[src/rtl/apb_fifo_pkg.sv]
// Shared definitions for the APB byte-FIFO peripheral.
//   - register offsets (word aligned, PADDR[1:0] dropped before compare)
//   - bit positions inside the FIFO status register
//   - APB responder FSM state encoding
package apb_fifo_pkg;

    localparam logic [3:0] FSR_OFS  = 4'h0;
    localparam logic [3:0] FWDR_OFS = 4'h4;
    localparam logic [3:0] FRDR_OFS = 4'h8;

    localparam int EMPTY_B = 0;
    localparam int FULL_B  = 1;
    localparam int OVF_B   = 2;
    localparam int UNF_B   = 3;

    typedef enum logic {
        IDLE = 1'b0,
        ACK  = 1'b1
    } fsm_e;

endpackage

[src/rtl/sync_fifo.sv]
// Single-clock circular FIFO.
// Ports:
//   clk, reset      clock and asynchronous active-high reset (pointers/count only)
//   push, wdata     enqueue wdata; ignored while full
//   pop             dequeue head entry; ignored while empty
//   rdata           head entry, combinational (undefined content while empty)
//   full, empty     occupancy flags
module sync_fifo #(
    parameter int DEPTH  = 8,
    parameter int DATA_W = 8
) (
    input  logic              clk,
    input  logic              reset,
    input  logic              push,
    input  logic              pop,
    input  logic [DATA_W-1:0] wdata,
    output logic [DATA_W-1:0] rdata,
    output logic              full,
    output logic              empty
);

    localparam int AW = $clog2(DEPTH);
    localparam logic [AW:0] FULL_CNT = (AW + 1)'(DEPTH);

    logic [DATA_W-1:0] mem [DEPTH];
    logic [AW-1:0]     rd_ptr;
    logic [AW-1:0]     wr_ptr;
    logic [AW:0]       count;
    logic              do_push;
    logic              do_pop;

    assign full    = (count == FULL_CNT);
    assign empty   = (count == '0);
    assign do_push = push & ~full;
    assign do_pop  = pop & ~empty;
    assign rdata   = mem[rd_ptr];

    // Storage is not reset: after reset the old entries are simply unreachable.
    always_ff @(posedge clk) begin
        if (do_push) mem[wr_ptr] <= wdata;
    end

    // DEPTH is a power of two, so pointers wrap for free.
    always_ff @(posedge clk or posedge reset) begin
        if (reset) begin
            rd_ptr <= '0;
            wr_ptr <= '0;
            count  <= '0;
        end else begin
            if (do_push) wr_ptr <= wr_ptr + 1'b1;
            if (do_pop)  rd_ptr <= rd_ptr + 1'b1;
            case ({do_push, do_pop})
                2'b10:   count <= count + 1'b1;
                2'b01:   count <= count - 1'b1;
                default: count <= count;
            endcase
        end
    end

endmodule

[src/rtl/apb_fifo_slave.sv]
// APB responder exposing a byte FIFO through three word registers.
//   0x0 FSR  R: {UNF, OVF, full, empty}  W: 1-to-clear (bit2 OVF, bit3 UNF)
//   0x4 FWDR W: push PWDATA[DATA_W-1:0]  R: 0
//   0x8 FRDR R: pop, zero-extended        W: ignored
//   0xC      unmapped, reads 0
// Every transfer takes exactly one wait state: the action happens on the edge
// that ends the first access cycle, and PREADY is high for the second.
// Ports:
//   clk, reset                       clock, asynchronous active-high reset
//   PADDR, PSEL, PENABLE, PWRITE,
//   PWDATA                           APB request
//   PRDATA, PREADY                   APB response (registered)
module apb_fifo_slave
    import apb_fifo_pkg::*;
#(
    parameter int DEPTH  = 8,
    parameter int DATA_W = 8
) (
    input  logic        clk,
    input  logic        reset,
    input  logic [3:0]  PADDR,
    input  logic        PSEL,
    input  logic        PENABLE,
    input  logic        PWRITE,
    input  logic [31:0] PWDATA,
    output logic [31:0] PRDATA,
    output logic        PREADY
);

    fsm_e              state;
    logic              ovf;
    logic              unf;
    logic [3:0]        addr;
    logic              act;
    logic              push;
    logic              pop;
    logic              fsr_wr;
    logic [DATA_W-1:0] fifo_rdata;
    logic              fifo_full;
    logic              fifo_empty;
    logic [31:0]       fsr;
    logic [31:0]       rd_val;
    logic              unused_bits;

    assign addr   = {PADDR[3:2], 2'b00};
    // Only the first access cycle acts; the PREADY cycle must not repeat it.
    assign act    = (state == IDLE) & PSEL & PENABLE & ~PREADY;
    assign push   = act &  PWRITE & (addr == FWDR_OFS);
    assign pop    = act & ~PWRITE & (addr == FRDR_OFS);
    assign fsr_wr = act &  PWRITE & (addr == FSR_OFS);

    assign unused_bits = ^{PADDR[1:0], PWDATA};

    sync_fifo #(
        .DEPTH  (DEPTH),
        .DATA_W (DATA_W)
    ) u_fifo (
        .clk   (clk),
        .reset (reset),
        .push  (push),
        .pop   (pop),
        .wdata (PWDATA[DATA_W-1:0]),
        .rdata (fifo_rdata),
        .full  (fifo_full),
        .empty (fifo_empty)
    );

    always_comb begin
        fsr          = '0;
        fsr[EMPTY_B] = fifo_empty;
        fsr[FULL_B]  = fifo_full;
        fsr[OVF_B]   = ovf;
        fsr[UNF_B]   = unf;
    end

    // Read mux, sampled on the action edge (pre-update state).
    always_comb begin
        rd_val = '0;
        if (!PWRITE) begin
            case (addr)
                FSR_OFS:  rd_val = fsr;
                FRDR_OFS: rd_val = fifo_empty ? 32'h0 : 32'(fifo_rdata);
                default:  rd_val = '0;
            endcase
        end
    end

    always_ff @(posedge clk or posedge reset) begin
        if (reset) begin
            state  <= IDLE;
            PREADY <= 1'b0;
            PRDATA <= '0;
            ovf    <= 1'b0;
            unf    <= 1'b0;
        end else begin
            case (state)
                IDLE: begin
                    if (act) begin
                        state  <= ACK;
                        PREADY <= 1'b1;
                        PRDATA <= rd_val;
                        if (push && fifo_full) ovf <= 1'b1;
                        if (pop && fifo_empty) unf <= 1'b1;
                        if (fsr_wr) begin
                            if (PWDATA[OVF_B]) ovf <= 1'b0;
                            if (PWDATA[UNF_B]) unf <= 1'b0;
                        end
                    end
                end
                // Return unconditionally, even if the master already dropped PSEL.
                ACK: begin
                    state  <= IDLE;
                    PREADY <= 1'b0;
                    PRDATA <= '0;
                end
                default: begin
                    state  <= IDLE;
                    PREADY <= 1'b0;
                    PRDATA <= '0;
                end
            endcase
        end
    end

endmodule

[config.mk]
export PLATFORM = sky130hd
export DESIGN_NAME = apb_fifo_slave
export DESIGN_NICKNAME = d
export VERILOG_FILES = /design/src/rtl/apb_fifo_pkg.sv /design/src/rtl/sync_fifo.sv /design/src/rtl/apb_fifo_slave.sv
export SDC_FILE = /design/constraint.sdc
export NUM_CORES = 1
export LEC_CHECK = 0
export ABC_AREA = 1
export BUFFER_PORTS_ARGS = -buffer_cell sky130_fd_sc_hd__clkbuf_2
export CORE_MARGIN = 8
export CORE_UTILIZATION = 35
export CTS_CLUSTER_DIAMETER = 60
export DETAILED_ROUTE_END_ITERATION = 10
export GPL_TIMING_DRIVEN = 1
export PLACE_DENSITY = 0.58
export SLEW_MARGIN = 10
export SYNTH_ARGS = -nofsm -noshare
export SYNTH_HDL_FRONTEND = slang
export SYNTH_SLANG_ARGS = --single-unit
[constraint.sdc]
create_clock -name clk -period 2.17 [get_ports clk]
set_clock_uncertainty 0.1 [all_clocks]
set_input_delay 0.217 -clock clk [delete_from_list [all_inputs] [get_ports clk]]
set_output_delay 0.217 -clock clk [all_outputs]
set_load 0.01 [all_outputs]
; Yosys cells after proc, flatten, opt, wreduce, memory -nomap -nowiden
; Memory sizes are Yosys's and may differ from the RTL's.
; Cells that the tools add are included.
[word_totals]
reg_bits = 46
ram_bits = 64
input_bits = 41
output_inout_bits = 33
wordCells = 58
n_memories = 1
[classes]
add_sub_neg = 4
eq_ne = 6
muxes = 18
bitwise_logic = 15
reduce_logical = 6
[mem_list]
columns = memory, words, width, read_ports, rd_ports_with_merged_regs, write_ports, line_no
row1 = u_fifo.mem, 8, 8, 1, 0, 1, sync_fifo.sv:25  ; logic [DATA_W-1:0] mem [DEPTH];
[op_table]
columns = cell, n
row1 = case mux 32 bit (2 select lines), 1
row2 = 2-to-1 mux 32 bit, 1
row3 = 2-to-1 mux 8 bit, 2
row4 = case mux 8 bit (2 select lines), 1
row5 = AND 1 bit, 10
row6 = 2-to-1 mux 1 bit, 10
row7 = zero test 4 bit, 2
row8 = case mux 4 bit (2 select lines), 1
row9 = "adder 3 x 1 -> 3 bit, second input constant", 2
row10 = inverter 1 bit, 5
row11 = "adder 4 x 1 -> 4 bit, second input constant", 1
row12 = "equality test 2 x 1 -> 1 bit, second input constant", 2
row13 = "equality test 2 bit, second input constant", 2
row14 = "equality test 4 bit, second input constant", 1
row15 = case mux 1 bit (2 select lines), 2
row16 = "subtractor 4 x 1 -> 4 bit, second input constant", 1
row17 = logical AND 1 bit, 2
row18 = "!= test 2 bit, second input constant", 1
row19 = AND reduction 2 bit, 1
row20 = nonzero test 2 bit, 1

; Longest topological paths before layout
; Gate-level depths: netlist of the first run.
[depth]
word_depth = 10
mapped_depth = 14
mapped_depth_nobuf = 14

; By module
; Synthesis of the first run repeated with hierarchy kept, for this count alone.
[unflattened]
cells_unflattened = 464
area_unflattened_um2 = 4230.3
[modules_own_cells]
columns = module, n_inst, cells_per_inst, area_per_inst_um2
row1 = sync_fifo, 1, 358, 3405.8
row2 = apb_fifo_slave, 1, 106, 824.5

; Least setup slack after synthesis of the first run
; No wires, ideal clock.
[synth_path]
path_kind = reg2reg
from = register PREADY
to = register u_fifo.count[2]
setup_time_ps = 119
arrival_time_ps = 2052
required_time_ps = 1951
slack_ps = -101
path_stages_with_launch = 14
n_path_buf = 0
period_less_slack_ps = 2271
path_cell_list = dfrtp_1 -> inv_1 -> nand3_4 -> nor2_2 -> nand2_1 -> nor2_4 -> inv_2 -> ha_1 -> xor2_1 -> ha_1 -> a21oi_1 -> nor2_1 -> nand3b_1 -> o21a_1
[synth_between]
elab_chain_len = 7
[synth_lines]
columns = element, line_no
row1 = "start, declared", apb_fifo_slave.sv:27  ; output logic PREADY
row2 = "start signal, assigned", apb_fifo_slave.sv:91  ; PREADY <= 1'b0;
row3 = "start signal, assigned", apb_fifo_slave.sv:100  ; PREADY <= 1'b1;
row4 = "start signal, assigned", apb_fifo_slave.sv:113  ; PREADY <= 1'b0;
row5 = inverter 1 bit (*), apb_fifo_slave.sv:47  ; assign act = (state == IDLE) & PSEL & PENABLE & ~PREADY;
row6 = AND 1 bit (*), apb_fifo_slave.sv:47
row7 = AND 1 bit (on tied branches) (2 in a row), "apb_fifo_slave.sv:49, apb_fifo_slave.sv:48"
row8 = AND 1 bit (on tied branches), "sync_fifo.sv:35, sync_fifo.sv:34"
row9 = equality test 2 x 1 -> 1 bit or equality test 2 bit (tied branches), sync_fifo.sv:52  ; case ({do_push, do_pop})
row10 = case mux 4 bit (2 select lines) or nonzero test 2 bit (tied branches), n/a
row11 = "end signal, assigned", sync_fifo.sv:53  ; 2'b10: count <= count + 1'b1;
row12 = "end signal, assigned", sync_fifo.sv:54  ; 2'b01: count <= count - 1'b1;
row13 = "end signal, assigned", sync_fifo.sv:55  ; default: count <= count;
row14 = "end, declared", sync_fifo.sv:28  ; logic [AW:0] count;
; Mark *: on every way between the ends. The rest lies on a longest branch, timed or not.
; A chain may end at the register's enable or synchronous reset.

; Final worst setup path of the first run
[layout_path]
from = register state
to = register u_fifo.count[2]
[layout_between]
elab_chain_len = 9
[layout_lines]
columns = element, line_no
row1 = "start, declared", apb_fifo_slave.sv:30  ; fsm_e state;
row2 = "start signal, assigned", apb_fifo_slave.sv:90  ; state <= IDLE;
row3 = "start signal, assigned", apb_fifo_slave.sv:99  ; state <= ACK;
row4 = "start signal, assigned", apb_fifo_slave.sv:112  ; state <= IDLE;
row5 = inverter 1 bit (no line) (*), n/a
row6 = AND 1 bit (*) (3 in a row), apb_fifo_slave.sv:47
row7 = AND 1 bit (on tied branches) (2 in a row), "apb_fifo_slave.sv:49, apb_fifo_slave.sv:48"
row8 = AND 1 bit (on tied branches), "sync_fifo.sv:35, sync_fifo.sv:34"
row9 = equality test 2 x 1 -> 1 bit or equality test 2 bit (tied branches), sync_fifo.sv:52
row10 = case mux 4 bit (2 select lines) or nonzero test 2 bit (tied branches), n/a
; Marks and branches as above.

==> flow_summary.toml, run 1 <==
[clocking]
clock_sinks = 86
root_buffer = "clkbuf_16"
htree_levels = 3
clk_pin_slew_worst_paths_ps = 60
cts_buffers = 9
clock_latency_ps = 330
clk_path_buf_depth = 2
post_cts_buffers = 0
cts_tree = "done"

[logic_synthesis]
syn_inst = 389
ys_ff_latch = 86
synth_warnings = 0
synth.avg_cell_area_um2 = 10.2
synthArstFlopShare_pct = 25.6
synth_edf_count = 64
ys_seq_area_share_pct = 62.5
synth_area_um2 = 3960
ys_types = 27
synth_flop_cell = "edfxtp_1"

[route]
wl_per_cell_um = 13.8
vias = 2570
postRouteAntennaNets = 0
drt-pass1-iter-count = 5
post-route-drc-count = 0
drtIter0Drc = 121
routed_wl_mm = 8.03
drt-vias-per-instance = 4.41

[place]
port_buffers = 23
place_congestion = 0.767
pre_cts_ws_ps = 50.6
hpwl_mm = 5.54
place_area_um2 = 4300

[floorplanning]
die_y_um = 122
rows = 39
pin_count = 74
start_util_pct = 35.3
die_w_um = 122
core_um2 = 11200
dieArea_um2 = 15000

[timing]
grt_setup_unrepaired = "false"
max_freq_mhz = 485
period_needed_ps = 2060
fin_ws_ps = 107
setup_viol = 0
worst_pin_slew_ps = 551
fin_crit_sh_pct = 95.1
hold_viol_final = 0
max-slew-margin-rel_pct = 63.2
drv_slew = 0
setup_tns_ps = 0

[critical_path]
worstSetupPathType = "flop to flop"
start_kind = "flop"
required_ps = 2300
arrival_ps = 2190
crit_fanout = 3
crit_path_end_kind = "flop"

[final_layout]
antenna_cells = 0
syn2layout_area_growth_pct = 17.8
fin_nets = 481
finalInstanceArea_um2 = 4660
final_core_util_pct = 41.5
mostFrequentLayoutCells = "nand2_1 (93), edfxtp_1 (64), nor2_1 (39)"
nFillCells = 1095
final_common_cell = "nand2_1"
final_layout_size_suffix_gt1_share_pct = 18.6

[grt]
antenna_found_initial = 0
grt_max_degree = 33
grtUsageTotal_pct = 11.1
overflow = 0
first_global_vias = 2504
grt_pass1_wl_mm = 12.7

[min_path]
hp-class = "input port to flop"

[run_status]
status = "complete, no violations"

[pwr]
p_leak_nw = 2.04
finalPower_mw = 3.57
irDropWorstVdd_v = 0.000581
power.density_nw_per_um2 = 765

[flow_run]
maxCapViolCount = 0
cell families (layout without fill, tap and decap cells):
| logic type | Yosys count | count (layout) | share of synthesized area [%] |
|---|---|---|---|
| AO/OA/AOI/OAI | 31 | 31 | 4.55 |
| flip-flops | 86 | 86 | 62.5 |
| XOR/XNOR | 4 | 4 | 0.885 |
| adder cells (fa/ha/maj) | 5 | 5 | 1.58 |
| buffers and inverters | 80 | 108 | 10.2 |
| other | 1 | 24 | 0.0948 |
| AND/OR/NAND/NOR | 182 | 182 | 20.2 |
report_power, final:
group	switching (mW)	total [mW]	leakage, nW	internal [mW]
registers	0	1.77	0.860	1.77
logic	0.0569	0.0707	1.02	0.0138
clock network	0.594	1.73	0.164	1.13
synthesized netlist by cell type, types with 2 or more instances:
| master | count | area, um2 |
|---|---|---|
| dfrtp_1 | 22 | 551 |
| inv_2 | 4 | 15.0 |
| buf_4 | 24 | 180 |
| nand3_1 | 36 | 180 |
| edfxtp_1 | 64 | 1920 |
| xor2_1 | 3 | 26.3 |
| nand3_2 | 2 | 20.0 |
| o21ai_0 | 18 | 90.1 |
| nand4_1 | 2 | 12.5 |
| nor2_2 | 2 | 12.5 |
| nand2_2 | 2 | 12.5 |
| buf_2 | 11 | 55.1 |
| o211ai_1 | 8 | 60.1 |
| ha_1 | 5 | 62.6 |
| clkinv_1 | 2 | 7.51 |
| nand2_1 | 94 | 353 |
| a21oi_1 | 3 | 15.0 |
| inv_1 | 39 | 146 |
| o21a_1 | 2 | 15.0 |
| nor2_1 | 39 | 146 |
final timing paths:
check                           cells past startpoint  slack, ps                  start                           to
max in group asynchronous                           4       1320                  reset  u_fifo.count[1]$_DFFE_PP0P_
worst min-delay path                                3         70                   PSEL           PREADY$_DFFE_PP0P_
worst max register to register                     13        110        state$_DFF_PP0_  u_fifo.count[2]$_DFFE_PP0P_
worst max-delay path                               13        110        state$_DFF_PP0_  u_fifo.count[2]$_DFFE_PP0P_
min in group asynchronous                           4        370                  reset           PREADY$_DFFE_PP0P_
worst min register to register                      2        380  PRDATA[4]$_DFFE_PP0P_        PRDATA[4]$_DFFE_PP0P_
cell type report:
type                    count  area (um2)  share of cell area (%)
clock buffers              11         233                    4.99
clock inverters             5         108                    2.31
inverters                  45         169                    3.62
multi-input cells         246        1200                    25.8
flip-flops and latches     86        2470                    53.1
well taps                 143         179                    3.84
repair buffers             47         298                    6.39
metal layers:
layer / wire length, um / up-vias / part of all wire [%] / global-route usage (%)
li1: - / 1317 / - / -
met3: 554 / 4 / 6.9 / 3.31
met4: 43 / 0 / 0.54 / 2.74
met5: 0 / - / 0 / 0
met2: 3870 / 59 / 48 / 18.9
met1: 3570 / 1190 / 44 / 13.5
critical path: stages, from the launching register on:
cell and delay [ps]:
dfrtp_1 400, inv_2 80, nand3_4 80, nor2_4 110, nand2_2 80, nor2_4 120
inv_2 60, ha_4 170, xor2_2 150, ha_2 170, a21oi_2 110, nor2_1 50
nand3b_1 150, o21a_1 100
metrics by stage:
step | hold slack [ps] | std cells
2_1_floorplan | 106 | 412
3_3_place_gp | 173 | 566
3_5_place_dp | 177 | 566
4_1_cts | 60.2 | 583
5_1_grt | 72.1 | 583
6_report | 69.4 | 583
registers in the layout (all words and copies together), names as in the netlist:
signal / cells
PRDATA: 8
PREADY: 1
ovf: 1
state: 1
u_fifo.count: 4
u_fifo.mem: 64
u_fifo.rd_ptr: 3
u_fifo.wr_ptr: 3
unf: 1
timing repair:
action,4_1_cts,5_1_grt
resized for setup,0,3
setup endpoints to repair,0,2
hold buffers,1,0
endpoints found under the hold margin,22,0
No activity file was read; power rests on OpenSTA's default activity.
==> run 2, diff against run 1 <==
--- a/config.mk
+++ b/config.mk
@@ -9,6 +9,7 @@
 export BUFFER_PORTS_ARGS = -buffer_cell sky130_fd_sc_hd__clkbuf_2
 export CORE_MARGIN = 8
 export CORE_UTILIZATION = 35
+export CTS_BUF_LIST = sky130_fd_sc_hd__clkbuf_16
 export CTS_CLUSTER_DIAMETER = 60
 export DETAILED_ROUTE_END_ITERATION = 10
 export GPL_TIMING_DRIVEN = 1
==> flow_summary.toml, run 2 (same netlist as run 1, synthesis figures left out) <==
[final_layout]
final_layout_size_suffix_gt1_share_pct = 18.6
syn2layout_area_growth_pct = 17.8
antenna_cells = 0
largest_register_ffs = 64
finalInstanceArea_um2 = 4660
register_area_um2 = 2470
largest-register = "u_fifo.mem"
multiInputGateArea_um2 = 1200
top_regs = "u_fifo.mem: 64 flops, PRDATA: 8 flops, u_fifo.count: 4 flops"
fin_nets = 481
mostFrequentLayoutCells = "nand2_1 (93), edfxtp_1 (64), inv_1 (39), nor2_1 (39), nand3_1 (36)"
nFillCells = 1095
final_common_cell = "nand2_1"

[pwr]
power.density_nw_per_um2 = 763
p_leak_nw = 2.05
irDropWorstVdd_v = 0.000582
finalPower_mw = 3.56

[floorplanning]
rows = 39
pin_count = 74
die_w_um = 122
die_y_um = 122
start_util_pct = 35.3
dieArea_um2 = 15000
core_um2 = 11200

[critical_path]
crit_path_end_kind = "flop"
cp_cell_sequence = "inv_2 > nand3_4 > nor2_4 > nand2_2 > nor2_4 > inv_2 > ha_4 > xor2_2 > ha_2 > a21oi_2 > nor2_1 > nand3b_1 > o21a_1"
r2r_slack_ps = 110
critPathMaxStageDelay_ps = 400
r2r-start = "state$_DFF_PP0_"
arrival_ps = 2190
crit_fanout = 3
cp-startpoint = "state$_DFF_PP0_"
worstSetupEndpoint = "u_fifo.count[2]$_DFFE_PP0P_"
reg2reg_to = "u_fifo.count[2]$_DFFE_PP0P_"
required_ps = 2300
start_kind = "flop"
reg2reg_depth = 13
worstSetupPathType = "flop to flop"
crit_slowest_cell = "dfrtp_1"

[clocking]
root_buffer = "clkbuf_16"
cts_tree = "done"
clock_latency_ps = 330
clk_path_buf_depth = 2
clk_pin_slew_worst_paths_ps = 60
cts_buffers = 9
clock_sinks = 86
htree_levels = 3

[timing]
setup_viol = 0
grt_setup_unrepaired = "false"
max-slew-margin-rel_pct = 63.1
fin_crit_sh_pct = 95.1
period_needed_ps = 2060
worst_pin_slew_ps = 552
drv_slew = 0
setup_tns_ps = 0
hold_viol_final = 0
max_freq_mhz = 485

[grt]
antenna_found_initial = 0
grt_util_met1_pct = 13.5
grtUsageTotal_pct = 11.1
grt_max_degree = 33
overflow = 0
top_usage_layer = "met2"
first_global_vias = 2504
use_met2_pct = 18.9
use_met3_pct = 3.31
grt_pass1_wl_mm = 12.7

[run_status]
status = "complete, no violations"

[min_path]
hp-class = "input port to flop"
whs_path_depth = 1

[route]
drt-vias-per-instance = 4.43
vias = 2584
postRouteAntennaNets = 0
drt-pass1-iter-count = 5
drtIter0Drc = 121
routed_wl_mm = 8.04
post-route-drc-count = 0
wl_per_cell_um = 13.8

[place]
place_congestion = 0.767
port_buffers = 23
place_area_um2 = 4300
hpwl_mm = 5.54

[flow_run]
maxCapViolCount = 0
==> run 2: routing by layer <==
layer | routed length (um) | part of all wire (%) | up-vias
li1 | - | - | 1317
met1 | 3580 | 45 | 1197
met2 | 3810 | 47 | 64
met3 | 576 | 7.2 | 6
met4 | 74 | 0.92 | 0
met5 | 0 | 0 | -
==> run 2: timing repair <==
| action | CTS | global route |
|---|---|---|
| endpoints found under the setup margin | 0 | 2 |
| resized for setup | 0 | 3 |
| hold buffers | 1 | 0 |
| setup buffers | 0 | 0 |
| hold endpoints to repair | 22 | 0 |
==> run 2: cell type report <==
type	instances	area share [%]
clock inverter	7	2.47
tap	143	3.84
timing repair buffer	47	6.39
multi-input combinational	246	25.8
clock buffer	9	4.83
inverter	45	3.62
sequential	86	53.1
==> run 2: worst max-delay path, delay by kind of cell (launching register included) <==
family                   cells  cell delay [ps]
flip-flops                   1              400
XOR/XNOR                     1              150
AO/OA/AOI/OAI                2              210
buffers and inverters        2              140
AND/OR/NAND/NOR              6              590
adder cells (fa/ha/maj)      2              340
==> run 2: how the worst min path moves through the flow <==
stage,start,end
finish,PWDATA[4],u_fifo.mem[1][4]$_DFFE_PP_
global route,PWDATA[5],u_fifo.mem[3][5]$_DFFE_PP_
CTS,PWDATA[4],u_fifo.mem[3][4]$_DFFE_PP_
detailed placement,reset,PREADY$_DFFE_PP0P_
global placement,reset,u_fifo.count[3]$_DFFE_PP0P_
floorplan,reset,PRDATA[0]$_DFFE_PP0P_
==> run 2: power by group <==
group	switching [mW]	leakage (nW)	internal, mW	total, mW
clock	0.595	0.173	1.12	1.72
combinational	0.0570	1.02	0.0138	0.0708
sequential	0	0.860	1.77	1.77
total	0.652	2.05	2.90	3.56
==> run 2: stage by stage <==
step	setup WS (ps)	util (%)	hold WS, ps	instances
CTS	35.5	41.4	60.1	583
finish	107	41.5	69.9	583
floorplan	9.87	-	106	412
global placement	78.0	38.3	173	566
global route	2.70	41.5	72.1	583
detailed placement	50.6	38.3	177	566
==> run 3, diff against run 2 <==
--- a/config.mk
+++ b/config.mk
@@ -9,11 +9,11 @@
 export BUFFER_PORTS_ARGS = -buffer_cell sky130_fd_sc_hd__clkbuf_2
 export CORE_MARGIN = 8
 export CORE_UTILIZATION = 35
-export CTS_BUF_LIST = sky130_fd_sc_hd__clkbuf_16
+export CTS_BUF_LIST = sky130_fd_sc_hd__clkbuf_8 sky130_fd_sc_hd__clkbuf_16
 export CTS_CLUSTER_DIAMETER = 60
 export DETAILED_ROUTE_END_ITERATION = 10
 export GPL_TIMING_DRIVEN = 1
-export PLACE_DENSITY = 0.58
+export PLACE_DENSITY = 0.56
 export SLEW_MARGIN = 10
 export SYNTH_ARGS = -nofsm -noshare
 export SYNTH_HDL_FRONTEND = slang
==> constraint.sdc (replaced) <==
create_clock -name clk -period 1.9 [get_ports clk]
set_clock_uncertainty 0.1 [all_clocks]
set_input_delay 0.19 -clock clk [delete_from_list [all_inputs] [get_ports clk]]
set_output_delay 0.19 -clock clk [all_outputs]
set_load 0.01 [all_outputs]
==> flow_summary.toml, run 3 (same netlist as run 1, synthesis figures left out) <==
[grt]
grtUsageTotal_pct = 11.5
grt_max_degree = 26
first_global_vias = 2575
grt_pass1_wl_mm = 13.0
overflow = 0
antenna_found_initial = 0

[floorplanning]
pin_count = 74
start_util_pct = 35.3
die_y_um = 122
core_um2 = 11200
rows = 39
die_w_um = 122
dieArea_um2 = 15000

[clocking]
htree_levels = 3
cts_tree = "done"
clk_pin_slew_worst_paths_ps = 70
clock_latency_ps = 330
clk_path_buf_depth = 2
clock_sinks = 86
cts_buffers = 9
root_buffer = "clkbuf_16"

[flow_run]
maxCapViolCount = 0

[timing]
period_needed_ps = 2010
drv_slew = 0
max_freq_mhz = 498
fin_ws_ps = -108
grt_setup_unrepaired = "true"
fin_hold_ws_ps = 31.3
setup_viol = 2
hold_viol_final = 0
setup_tns_ps = -188
fin_crit_sh_pct = 106

[route]
drt-pass1-iter-count = 4
drtIter0Drc = 142
wl_per_cell_um = 13.9
routed_wl_mm = 8.43
vias = 2706
post-route-drc-count = 0
postRouteAntennaNets = 0
drt-vias-per-instance = 4.47

[final_layout]
largest-register = "u_fifo.mem"
multiInputGateArea_um2 = 1310
final_common_cell = "nand2_1"
largest_register_ffs = 64
top_regs = "u_fifo.mem: 64 flops, PRDATA: 8 flops, u_fifo.count: 4 flops"
fin_nets = 503
mostFrequentLayoutCells = "nand2_1 (91), edfxtp_1 (64), buf_4 (39)"
antenna_cells = 0
register_area_um2 = 2470
syn2layout_area_growth_pct = 24.8
finalInstanceArea_um2 = 4940
nFillCells = 1047
final_layout_size_suffix_gt1_share_pct = 25.8

[place]
place_congestion = 0.762
place_area_um2 = 4480
hpwl_mm = 5.85
pre_cts_ws_ps = -166
port_buffers = 23

[critical_path]
r2r_slack_ps = -110
cp-startpoint = "state$_DFF_PP0_"
reg2reg_depth = 13
crit_path_end_kind = "flop"
crit_fanout = 3
arrival_ps = 2130
reg2reg_to = "u_fifo.count[2]$_DFFE_PP0P_"
r2r-start = "state$_DFF_PP0_"
worstSetupEndpoint = "u_fifo.count[2]$_DFFE_PP0P_"
required_ps = 2020
start_kind = "flop"
worstSetupPathType = "flop to flop"

[min_path]
hp-class = "input port to flop"
whs_path_depth = 1

[run_status]
violations = "setup timing"
status = "complete, but fails checks"

[pwr]
p_leak_nw = 2.16
power.density_nw_per_um2 = 774
irDropWorstVdd_v = 0.000477
[run 3: how the worst min path moves through the flow]
| stage | startpoint | to |
|---|---|---|
| global placement | reset | u_fifo.count[1]$_DFFE_PP0P_ |
| finish | PWDATA[7] | u_fifo.mem[3][7]$_DFFE_PP_ |
| CTS | PWDATA[7] | u_fifo.mem[3][7]$_DFFE_PP_ |
| detailed placement | reset | u_fifo.count[1]$_DFFE_PP0P_ |
| global route | PWDATA[6] | u_fifo.mem[2][6]$_DFFE_PP_ |
| floorplan | reset | PRDATA[0]$_DFFE_PP0P_ |
[run 3: area by class of cell]
| class | instances | area share (%) |
|---|---|---|
| tap | 143 | 3.62 |
| timing repair buffer | 69 | 10.4 |
| clock buffer | 9 | 4.56 |
| clock inverter | 7 | 1.47 |
| multi-input combinational | 246 | 26.5 |
| sequential | 86 | 50.1 |
| inverter | 45 | 3.42 |
[run 3: report_power, final]
group / leakage (nW) / switching, mW / total, mW / internal, mW
Sequential: 0.862 / 0 / 2.02 / 2.02
Clock: 0.143 / 0.788 / 1.71 / 0.927
Combinational: 1.16 / 0.0658 / 0.0868 / 0.0210
[run 3: worst max-delay path: stages, from the launching register on]
cell,delay (ps)
dfrtp_1,390
inv_2,70
nand3_4,90
nor2_4,100
nand2_2,80
nor2_4,100
inv_2,60
ha_4,180
xor2_4,160
ha_4,170
a21oi_4,110
nor2_1,40
nand3b_1,150
o21a_1,100
[run 3: through the flow]
step                      cells  utilization [%]  total power [mW]
final                       605             44.0              3.82
after global routing        605             44.0              3.96
after CTS                   601             42.8              3.87
after detailed placement    583             39.9              2.14
after global placement      583             39.9              2.14
after floorplan             412                -              2.13
[run 3: repair_timing]
action | CTS | global route
hold endpoints to repair | 22 | 0
pin swaps | 5 | 6
buffers inserted | 1 | 4
endpoints found under the setup margin | 4 | 14
hold buffers | 1 | 0
resized for setup | 3 | 18
[run 3: metal layers]
| layer | global-route usage (%) | share of wire (%) |
|---|---|---|
| met5 | 0 | 0 |
| met4 | 4.87 | 0.95 |
| met3 | 2.07 | 4.9 |
| met2 | 19.1 | 49 |
| met1 | 14.4 | 45 |
